**config.mk**
```make
export PLATFORM = sky130hd
export DESIGN_NAME = seg_scan_display
export DESIGN_NICKNAME = d
export VERILOG_FILES = /design/src/rtl/display_pkg.sv /design/src/rtl/bin_to_bcd_seq.sv /design/src/rtl/seg_scan_display.sv
export SDC_FILE = /design/constraint.sdc
export NUM_CORES = 1
export LEC_CHECK = 0
export BUFFER_PORTS_ARGS = -buffer_cell sky130_fd_sc_hd__buf_2
export CORE_UTILIZATION = 57
export CTS_BUF_LIST = sky130_fd_sc_hd__clkbuf_2
export DETAILED_ROUTE_END_ITERATION = 10
export GPL_ROUTABILITY_DRIVEN = 0
export PLACE_DENSITY = 0.8
export SLEW_MARGIN = 30
export SYNTH_ARGS = -nofsm -noshare
export SYNTH_HDL_FRONTEND = slang
export SYNTH_SLANG_ARGS = --single-unit
```
**constraint.sdc**
```tcl
create_clock -name clk -period 2.1 [get_ports clk]
set_clock_uncertainty 0.05 [all_clocks]
set_input_delay 0.21 -clock clk [delete_from_list [all_inputs] [get_ports clk]]
set_output_delay 0.21 -clock clk [all_outputs]
set_load 0.01 [all_outputs]
```
**src/rtl/display_pkg.sv**
```systemverilog
// Shared 7-segment constants and helpers for the display scanners.
// Segment order is {g,f,e,d,c,b,a}, active-low.
package display_pkg;

   localparam logic [6:0] SEG_0     = 7'b1000000;
   localparam logic [6:0] SEG_1     = 7'b1111001;
   localparam logic [6:0] SEG_2     = 7'b0100100;
   localparam logic [6:0] SEG_3     = 7'b0110000;
   localparam logic [6:0] SEG_4     = 7'b0011001;
   localparam logic [6:0] SEG_5     = 7'b0010010;
   localparam logic [6:0] SEG_6     = 7'b0000010;
   localparam logic [6:0] SEG_7     = 7'b1111000;
   localparam logic [6:0] SEG_8     = 7'b0000000;
   localparam logic [6:0] SEG_9     = 7'b0010000;
   localparam logic [6:0] SEG_DASH  = 7'b0111111;
   localparam logic [6:0] SEG_BLANK = 7'b1111111;

   function automatic logic [6:0] digit_to_seg(input logic [3:0] d);
      case (d)
         4'd0:    digit_to_seg = SEG_0;
         4'd1:    digit_to_seg = SEG_1;
         4'd2:    digit_to_seg = SEG_2;
         4'd3:    digit_to_seg = SEG_3;
         4'd4:    digit_to_seg = SEG_4;
         4'd5:    digit_to_seg = SEG_5;
         4'd6:    digit_to_seg = SEG_6;
         4'd7:    digit_to_seg = SEG_7;
         4'd8:    digit_to_seg = SEG_8;
         4'd9:    digit_to_seg = SEG_9;
         default: digit_to_seg = SEG_BLANK;
      endcase
   endfunction

   // Largest value representable in the given number of decimal digits.
   function automatic logic [63:0] max_decimal(input int unsigned digits);
      logic [63:0] p;
      p = 64'd1;
      for (int unsigned i = 0; i < digits; i++)
         p = p * 64'd10;
      return p - 64'd1;
   endfunction

endpackage

```
**src/rtl/bin_to_bcd_seq.sv**
```systemverilog
// Sequential shift-add-3 binary to BCD converter with change detection.
// Result on bcd is valid in the cycle done is high.
module bin_to_bcd_seq
   import display_pkg::*;
#(
   parameter int unsigned VALUE_W    = 14,
   parameter int unsigned NUM_DIGITS = 4
)
(
   input  logic                    clk,
   input  logic                    arst,
   input  logic                    start,
   input  logic [VALUE_W-1:0]      bin,
   output logic [4*NUM_DIGITS-1:0] bcd,
   output logic                    done,
   output logic                    busy,
   output logic                    overflow
);

   localparam int unsigned BCD_W   = 4 * NUM_DIGITS;
   localparam int unsigned CNT_W   = $clog2(VALUE_W + 1);
   localparam logic [CNT_W-1:0] LAST = CNT_W'(VALUE_W - 1);
   localparam logic [63:0] MAX_VAL = max_decimal(NUM_DIGITS);

   localparam logic [0:0] IDLE  = 1'b0;
   localparam logic [0:0] SHIFT = 1'b1;

   logic [0:0]         state;
   logic [VALUE_W-1:0] snap;
   logic [VALUE_W-1:0] sr;
   logic [BCD_W-1:0]   acc;
   logic [BCD_W-1:0]   acc_adj;
   logic [BCD_W-1:0]   acc_next;
   logic [CNT_W-1:0]   cnt;

   always_comb begin
      acc_adj = acc;
      for (int unsigned i = 0; i < NUM_DIGITS; i++)
         if (acc[4*i +: 4] >= 4'd5)
            acc_adj[4*i +: 4] = acc[4*i +: 4] + 4'd3;
      acc_next = {acc_adj[BCD_W-2:0], sr[VALUE_W-1]};
   end

   assign bcd  = acc_next;
   assign done = (state == SHIFT) && (cnt == LAST);
   assign busy = (state == SHIFT);

   always_ff @(posedge clk or negedge arst) begin
      if (!arst) begin
         state    <= IDLE;
         snap     <= '0;
         sr       <= '0;
         acc      <= '0;
         cnt      <= '0;
         overflow <= 1'b0;
      end else begin
         case (state)
            IDLE: begin
               if (start && (bin != snap)) begin
                  snap  <= bin;
                  sr    <= bin;
                  acc   <= '0;
                  cnt   <= '0;
                  state <= SHIFT;
               end
            end
            SHIFT: begin
               acc <= acc_next;
               sr  <= sr << 1;
               if (cnt == LAST) begin
                  overflow <= (64'(snap) > MAX_VAL);
                  state    <= IDLE;
               end else begin
                  cnt <= cnt + 1'b1;
               end
            end
            default: state <= IDLE;
         endcase
      end
   end

endmodule

```
**src/rtl/seg_scan_display.sv**
```systemverilog
// Multi-digit 7-segment scanner: BCD conversion, leading-zero blanking,
// overflow dashes and blink, multiplexed on the display-rate tick.
module seg_scan_display
   import display_pkg::*;
#(
   parameter int unsigned NUM_DIGITS  = 4,
   parameter int unsigned VALUE_W     = 14,
   parameter int unsigned LZ_BLANK    = 1,
   parameter int unsigned BLINK_TICKS = 256
)
(
   input  logic                  clk,
   input  logic                  arst,
   input  logic                  tick,
   input  logic [VALUE_W-1:0]    value,
   input  logic                  blink,
   output logic [NUM_DIGITS-1:0] an,
   output logic [6:0]            seg,
   output logic                  busy,
   output logic                  overflow
);

   localparam int unsigned BCD_W = 4 * NUM_DIGITS;
   localparam int unsigned IDX_W = $clog2(NUM_DIGITS);
   localparam int unsigned BLK_W = $clog2(BLINK_TICKS);

   logic [BCD_W-1:0]      conv_bcd;
   logic                  conv_done;
   logic [BCD_W-1:0]      disp;
   logic [IDX_W-1:0]      idx;
   logic [BLK_W-1:0]      blk_cnt;
   logic                  blk_phase;
   logic [3:0]            cur_nib;
   logic                  upper_zero;
   logic [6:0]            seg_next;
   logic [NUM_DIGITS-1:0] an_next;

   bin_to_bcd_seq #(
      .VALUE_W    (VALUE_W),
      .NUM_DIGITS (NUM_DIGITS)
   ) u_conv (
      .clk      (clk),
      .arst     (arst),
      .start    (1'b1),
      .bin      (value),
      .bcd      (conv_bcd),
      .done     (conv_done),
      .busy     (busy),
      .overflow (overflow)
   );

   // Decode uses the registered display word, so a conversion finishing on
   // a tick cycle only becomes visible from the following tick.
   always_comb begin
      cur_nib    = '0;
      upper_zero = 1'b1;
      an_next    = '1;
      seg_next   = SEG_BLANK;
      for (int unsigned i = 0; i < NUM_DIGITS; i++) begin
         if (IDX_W'(i) == idx) begin
            cur_nib    = disp[4*i +: 4];
            an_next[i] = 1'b0;
         end
         if ((IDX_W'(i) >= idx) && (disp[4*i +: 4] != 4'd0))
            upper_zero = 1'b0;
      end
      if (overflow)
         seg_next = SEG_DASH;
      else if ((LZ_BLANK != 0) && (idx != '0) && upper_zero)
         seg_next = SEG_BLANK;
      else
         seg_next = digit_to_seg(cur_nib);
      if (blink && blk_phase)
         an_next = '1;
   end

   always_ff @(posedge clk or negedge arst) begin
      if (!arst) begin
         idx       <= '0;
         an        <= '1;
         seg       <= SEG_BLANK;
         disp      <= '0;
         blk_cnt   <= '0;
         blk_phase <= 1'b0;
      end else begin
         if (conv_done)
            disp <= conv_bcd;
         if (tick) begin
            an  <= an_next;
            seg <= seg_next;
            idx <= (idx == IDX_W'(NUM_DIGITS - 1)) ? '0 : idx + 1'b1;
         end
         if (!blink) begin
            blk_cnt   <= '0;
            blk_phase <= 1'b0;
         end else if (tick) begin
            if (blk_cnt == BLK_W'(BLINK_TICKS - 1)) begin
               blk_cnt   <= '0;
               blk_phase <= ~blk_phase;
            end else begin
               blk_cnt <= blk_cnt + 1'b1;
            end
         end
      end
   end

endmodule

```
* Yosys cells after proc, flatten, opt, wreduce, memory -nomap -nowiden
Memory sizes are Yosys's and may differ from the RTL's. Index checks and enable logic that the tools add are counted.
Storage, ports and cells: input bits 18, register bits after elaboration 88, bits in latches 0, output and inout bits 13, bits in writable memories 0, memories kept 1, memory bits (read-only) 112, word-level logic and storage cells 95
Operators by class: equality and inequality tests 11, shifts and indexed selects 0, add/subtract/negate cells 7, muxes and demuxes 36, $mul 0, reductions and logical operators 17, bitwise gates (word level) 2, order comparisons 9, div/mod/pow operators 0
Memories:
- (name not given) | words 16, width 7, rd ports 1, clocked after memory_dff 0, wr ports 0, RTL line display_pkg.sv:19 | case (d)
Operator list (number):
- $mux W4 | 10
- $pmux W16 S2 | 1
- $pmux W14 S2 | 1
- $mux W8 | 3
- $ge A4 B3 Y1 const B | 4
- $mux W16 | 1
- $reduce_bool A4 Y1 | 4
- $gt A14 B14 Y1 const B | 1
- $mux W14 | 1
- $mux W7 | 2
- $ne A14 B14 Y1 | 1
- $mux W1 | 13
- $add A4 B2 Y4 const B | 3
- $add A8 B1 Y8 const B | 1
- $eq A8 B8 Y1 const B | 1
- $pmux W4 S2 | 1
- $reduce_and A2 Y1 | 4
- $logic_and A1 B1 Y1 | 7
- $add A4 B1 Y4 const B | 1
- $eq A2 B2 Y1 const A | 2
- $eq A4 B4 Y1 const B | 1
- $ge A1 B2 Y1 const A | 2
- $ge A2 B2 Y1 const A | 2
- $ne A2 B1 Y1 const B | 2
- 11 further kinds | 13

* Depth between registers and ports, before layout
depth in word-level cells 9, depth in mapped cells 9

* By module
Synthesis repeated with hierarchy kept, for this count alone.
Unflattened totals: cells, all modules 468, area, all modules 4738.3 sq um
Modules (own cells, without submodules):
- bin_to_bcd_seq | times used 1, cells an instance 284, area each 2763.9 sq um
- seg_scan_display | times used 1, cells an instance 184, area each 1974.4 sq um

* Worst setup path after synthesis
OpenSTA, ideal clock, no wires.
path kind register to register, start point reg idx[1], end point reg seg[3], setup time 0.062 ns, slack -0.136 ns, path buffers 1, data required time 1.988 ns, data arrival time 2.124 ns, stages on the path, launching flop included 10, cell sequence dfrtp_1 -> inv_1 -> ha_1 -> clkbuf_1 -> a211oi_1 -> a221oi_1 -> ha_1 -> nor2b_1 -> nor2_1 -> o32a_1
On the way: longest elaborated chain between the ends 9, elaborated cells on any way between the ends 25, classes of those cells 4 x order compare; 3 x eq/ne; 10 x mux; 7 x reduce/logical; 1 x memory
RTL lines:
- start, declared | RTL line seg_scan_display.sv:30 | logic [IDX_W-1:0] idx;
- start signal, assigned | RTL line seg_scan_display.sv:91 | idx <= (idx == IDX_W'(NUM_DIGITS - 1)) ? '0 : idx + 1'b1;
- branches (longest 7 deep; another with $mem_v2 Z16 W7)
- $mux W7 * | RTL line seg_scan_display.sv:69 | else if ((LZ_BLANK != 0) && (idx != '0) && upper_zero)
- $mux W7 * | RTL line seg_scan_display.sv:67 | if (overflow)
- end signal, assigned | RTL line seg_scan_display.sv:90 | seg <= seg_next;
- end, declared | RTL line seg_scan_display.sv:18 | output logic [6:0] seg,
Every way passes the cells marked *. A chain may end at the register's enable or synchronous reset.

* Worst setup path in the final report
start point reg idx[0], end point reg seg[6]
The elaborated chain is that of the path after synthesis.

==> out/metrics.cfg <==
[critical_path]
crit_path_top_delay_cell=dfrtp_2
r2r-end=seg[6]
crit_required_ns=2.55
cp.arrival_ns=2.55
start_kind=flop
crit_type=reg2reg
crit_start=idx[0]
critPathMostFrequentCell=a211oi_2
crit_chain=ha_4, a211oi_2, a211oi_2, ha_2, or3_1, a311o_1
critical-path-max-stage-delay_ns=0.53
reg2regPathDepth=6
path_max_fanout=12
cp-end-kind=flop
r2r_slack_ns=0.00003
timing.rr.start=idx[0]

[timing]
fin_crit_ns=2.10
fmax_mhz=476
final_hold_viol_count=0
slew_headroom_pct=64.6
period_share_pct=100
rsz0062_at_grt=yes
hold_ws_ns=0.0119
setup-tns-final_ns=0
worst_slew_pin_slew_ns=0.531
final-setup-viol-count=0
slew_violations=0

[die]
initial_utilization_pct=58.6
dieWidth_um=90.9
coreArea_um2=7690
die_y_um=90.9
fp.dieArea_um2=8260
row_count=32
io_pins=31

[yosys]
synthArstFlopShare_pct=100
synth.area.mux_share_pct=7.83
yosys_warnings=0
post_synth_num_cell_types=45
seq_area_frac_synth_pct=49.2
synthCells=451
ys_ff_latch=88
ys.flop_type=dfrtp_1
synth-adder-area-share_pct=4.72
synth_area_um2=4510
synthesis.nets=486
yosys.area_share.simple_pct=16.8
synth-xor-area-share_pct=4.47
syn_avg_cell_area_um2=9.99
synth-edff-count=0
synth_top_family_by_area=simple AND/OR/NAND/NOR gates
synth_compound_area_share_pct=13.8

[min_path]
hold_start=tick
hp-class=in2reg
min_path_cells=3
hold_end=blk_cnt[5]

[place]
io_buffers=30
dp_hpwl_um=6200

[status]
outcome=finished clean

[routing]
drtAntennaViolNets=0
firstDrtPassIters=5
route.detailed.drc=0
vias_per_cell=5.74
initialDrtViolationCount=209
via_count=3527
post_drt_wl_per_cell_um=15.2
routed_wl_um=9340

[cells_and_area]
syn_to_final_growth_pct=17.1
final_cell_mix=75 x dfrtp_1, 57 x o21ai_0, 53 x nand2_1
final_layout_size_suffix_gt1_share_pct=20.9
layout_commonest_cell=dfrtp_1
final_util_pct=68.6
antenna_cells=0
finalNetCount=543

[clock_network]
clockBufferDepth=2
tritoncts=done
htreeDepth=3
cts_sinks=88
cts_buffers=9
root_buffer=clkbuf_2
cts.clk_slew.worst_paths_ns=0.22
clkLatencyLatePin_ns=0.53

[grt]
antenna_found_initial=0
grt_pass1_vias=3543
grt.total_usage_pct=24.4
grt_overflow=0
grt_max_degree=43
grt_pass1_wl_um=16200

[power]
vdd_drop_max_mv=0.819
cellPowerDensity_nw_per_um2=1420
leakage_nw=2.20

[flow_run]
maxCapViolations=0

==> synth_stat cells, types with 5 or more instances <==
master | count | share of area (%)
xnor2_1 | 20 | 3.9
nand3b_1 | 5 | 0.83
nand2b_1 | 5 | 0.69
nand2_1 | 53 | 4.4
o21ai_0 | 57 | 6.3
clkbuf_1 | 16 | 1.3
a31oi_1 | 5 | 0.69
nand4_1 | 5 | 0.69
nor2b_1 | 9 | 1.2
mux2_1 | 9 | 2.2
mux2i_1 | 15 | 3.3
nor2_1 | 18 | 1.5
nor3b_1 | 14 | 2.3
inv_1 | 16 | 1.3
dfrtp_1 | 77 | 43
a21oi_1 | 22 | 2.4
ha_1 | 17 | 4.7
mux2_2 | 9 | 2.2
dfstp_2 | 11 | 6.4
nand3_1 | 20 | 2.2
==> layout make-up <==
type | count | area [um2]
fill | 588 | 2410
multi-input combinational | 327 | 2260
sequential | 88 | 2220
timing repair buffer | 66 | 479
tap | 102 | 128
clock inverter | 4 | 70.1
inverter | 16 | 65.1
clock buffer | 11 | 55.1
==> layer usage <==
metal  global-route usage [%]  vias to the layer above  wire, um
li1                         -                     1693         -
met1                     32.2                     1742      4280
met2                     40.5                       80      4570
met3                     3.87                       12       351
met4                     9.66                        0       137
met5                        0                        -         0
==> critical path, delay by kind of cell (launching register included) <==
family | cells | cell delay (ns)
adders and majority gates | 2 | 0.43
DFF | 1 | 0.53
and+or+nand+nor | 1 | 0.38
AOI/OAI and AO/OA | 3 | 0.67
==> logic make-up after synthesis <==
logic type | Yosys count
xor gates and xnor gates | 23
muxes | 33
buffers and inverters | 36
and+or+nand+nor | 147
AOI/OAI and AO/OA | 107
adders and majority gates | 17
DFF | 88
==> worst max-delay path by stage <==
stage | end | slack, ns | cells after the start
global placement | seg[6] | -0.003 | 7
detailed placement | seg[6] | -0.1 | 7
global route | seg[3] | -0.07 | 8
floorplan | seg[6] | 0.001 | 8
finish | seg[6] | 0.00003 | 6
CTS | seg[1] | 0.002 | 7
==> what timing repair did <==
item,CTS,global route
buffers inserted,0,2
hold endpoints to repair,76,0
pin swaps,1,5
hold buffers,16,0
setup endpoints to repair,3,22
resized for setup,10,10
==> sequential cells by signal, summed over array words and instances, names as in the netlist <==
name,cells
u_conv.sr,14
blk_phase,1
idx,2
u_conv.busy,1
seg,7
u_conv.snap,14
u_conv.acc,16
an,4
blk_cnt,8
u_conv.overflow,1
u_conv.cnt,4
disp,16
==> report_power, final <==
| part | leakage (nW) | switching [mW] | internal, mW | total, mW |
|---|---|---|---|---|
| Clock | 0.0818 | 0.541 | 0.394 | 0.935 |
| Combinational | 1.03 | 1.81 | 1.63 | 3.44 |
| Sequential | 1.08 | 0.633 | 2.46 | 3.09 |
| Total | 2.20 | 2.98 | 4.48 | 7.47 |
==> stage by stage <==
stage               area (um2)  std cells  setup slack [ns]  power [mW]
floorplan                 4550        451           0.00137        5.31
global placement          4880        581          -0.00305        6.06
detailed placement        4880        581           -0.0972        6.25
CTS                       5210        612           0.00230        7.31
global route              5280        614           -0.0730        8.06
finish                    5280        614         0.0000273        7.47
(Power assumes the default switching activity.)
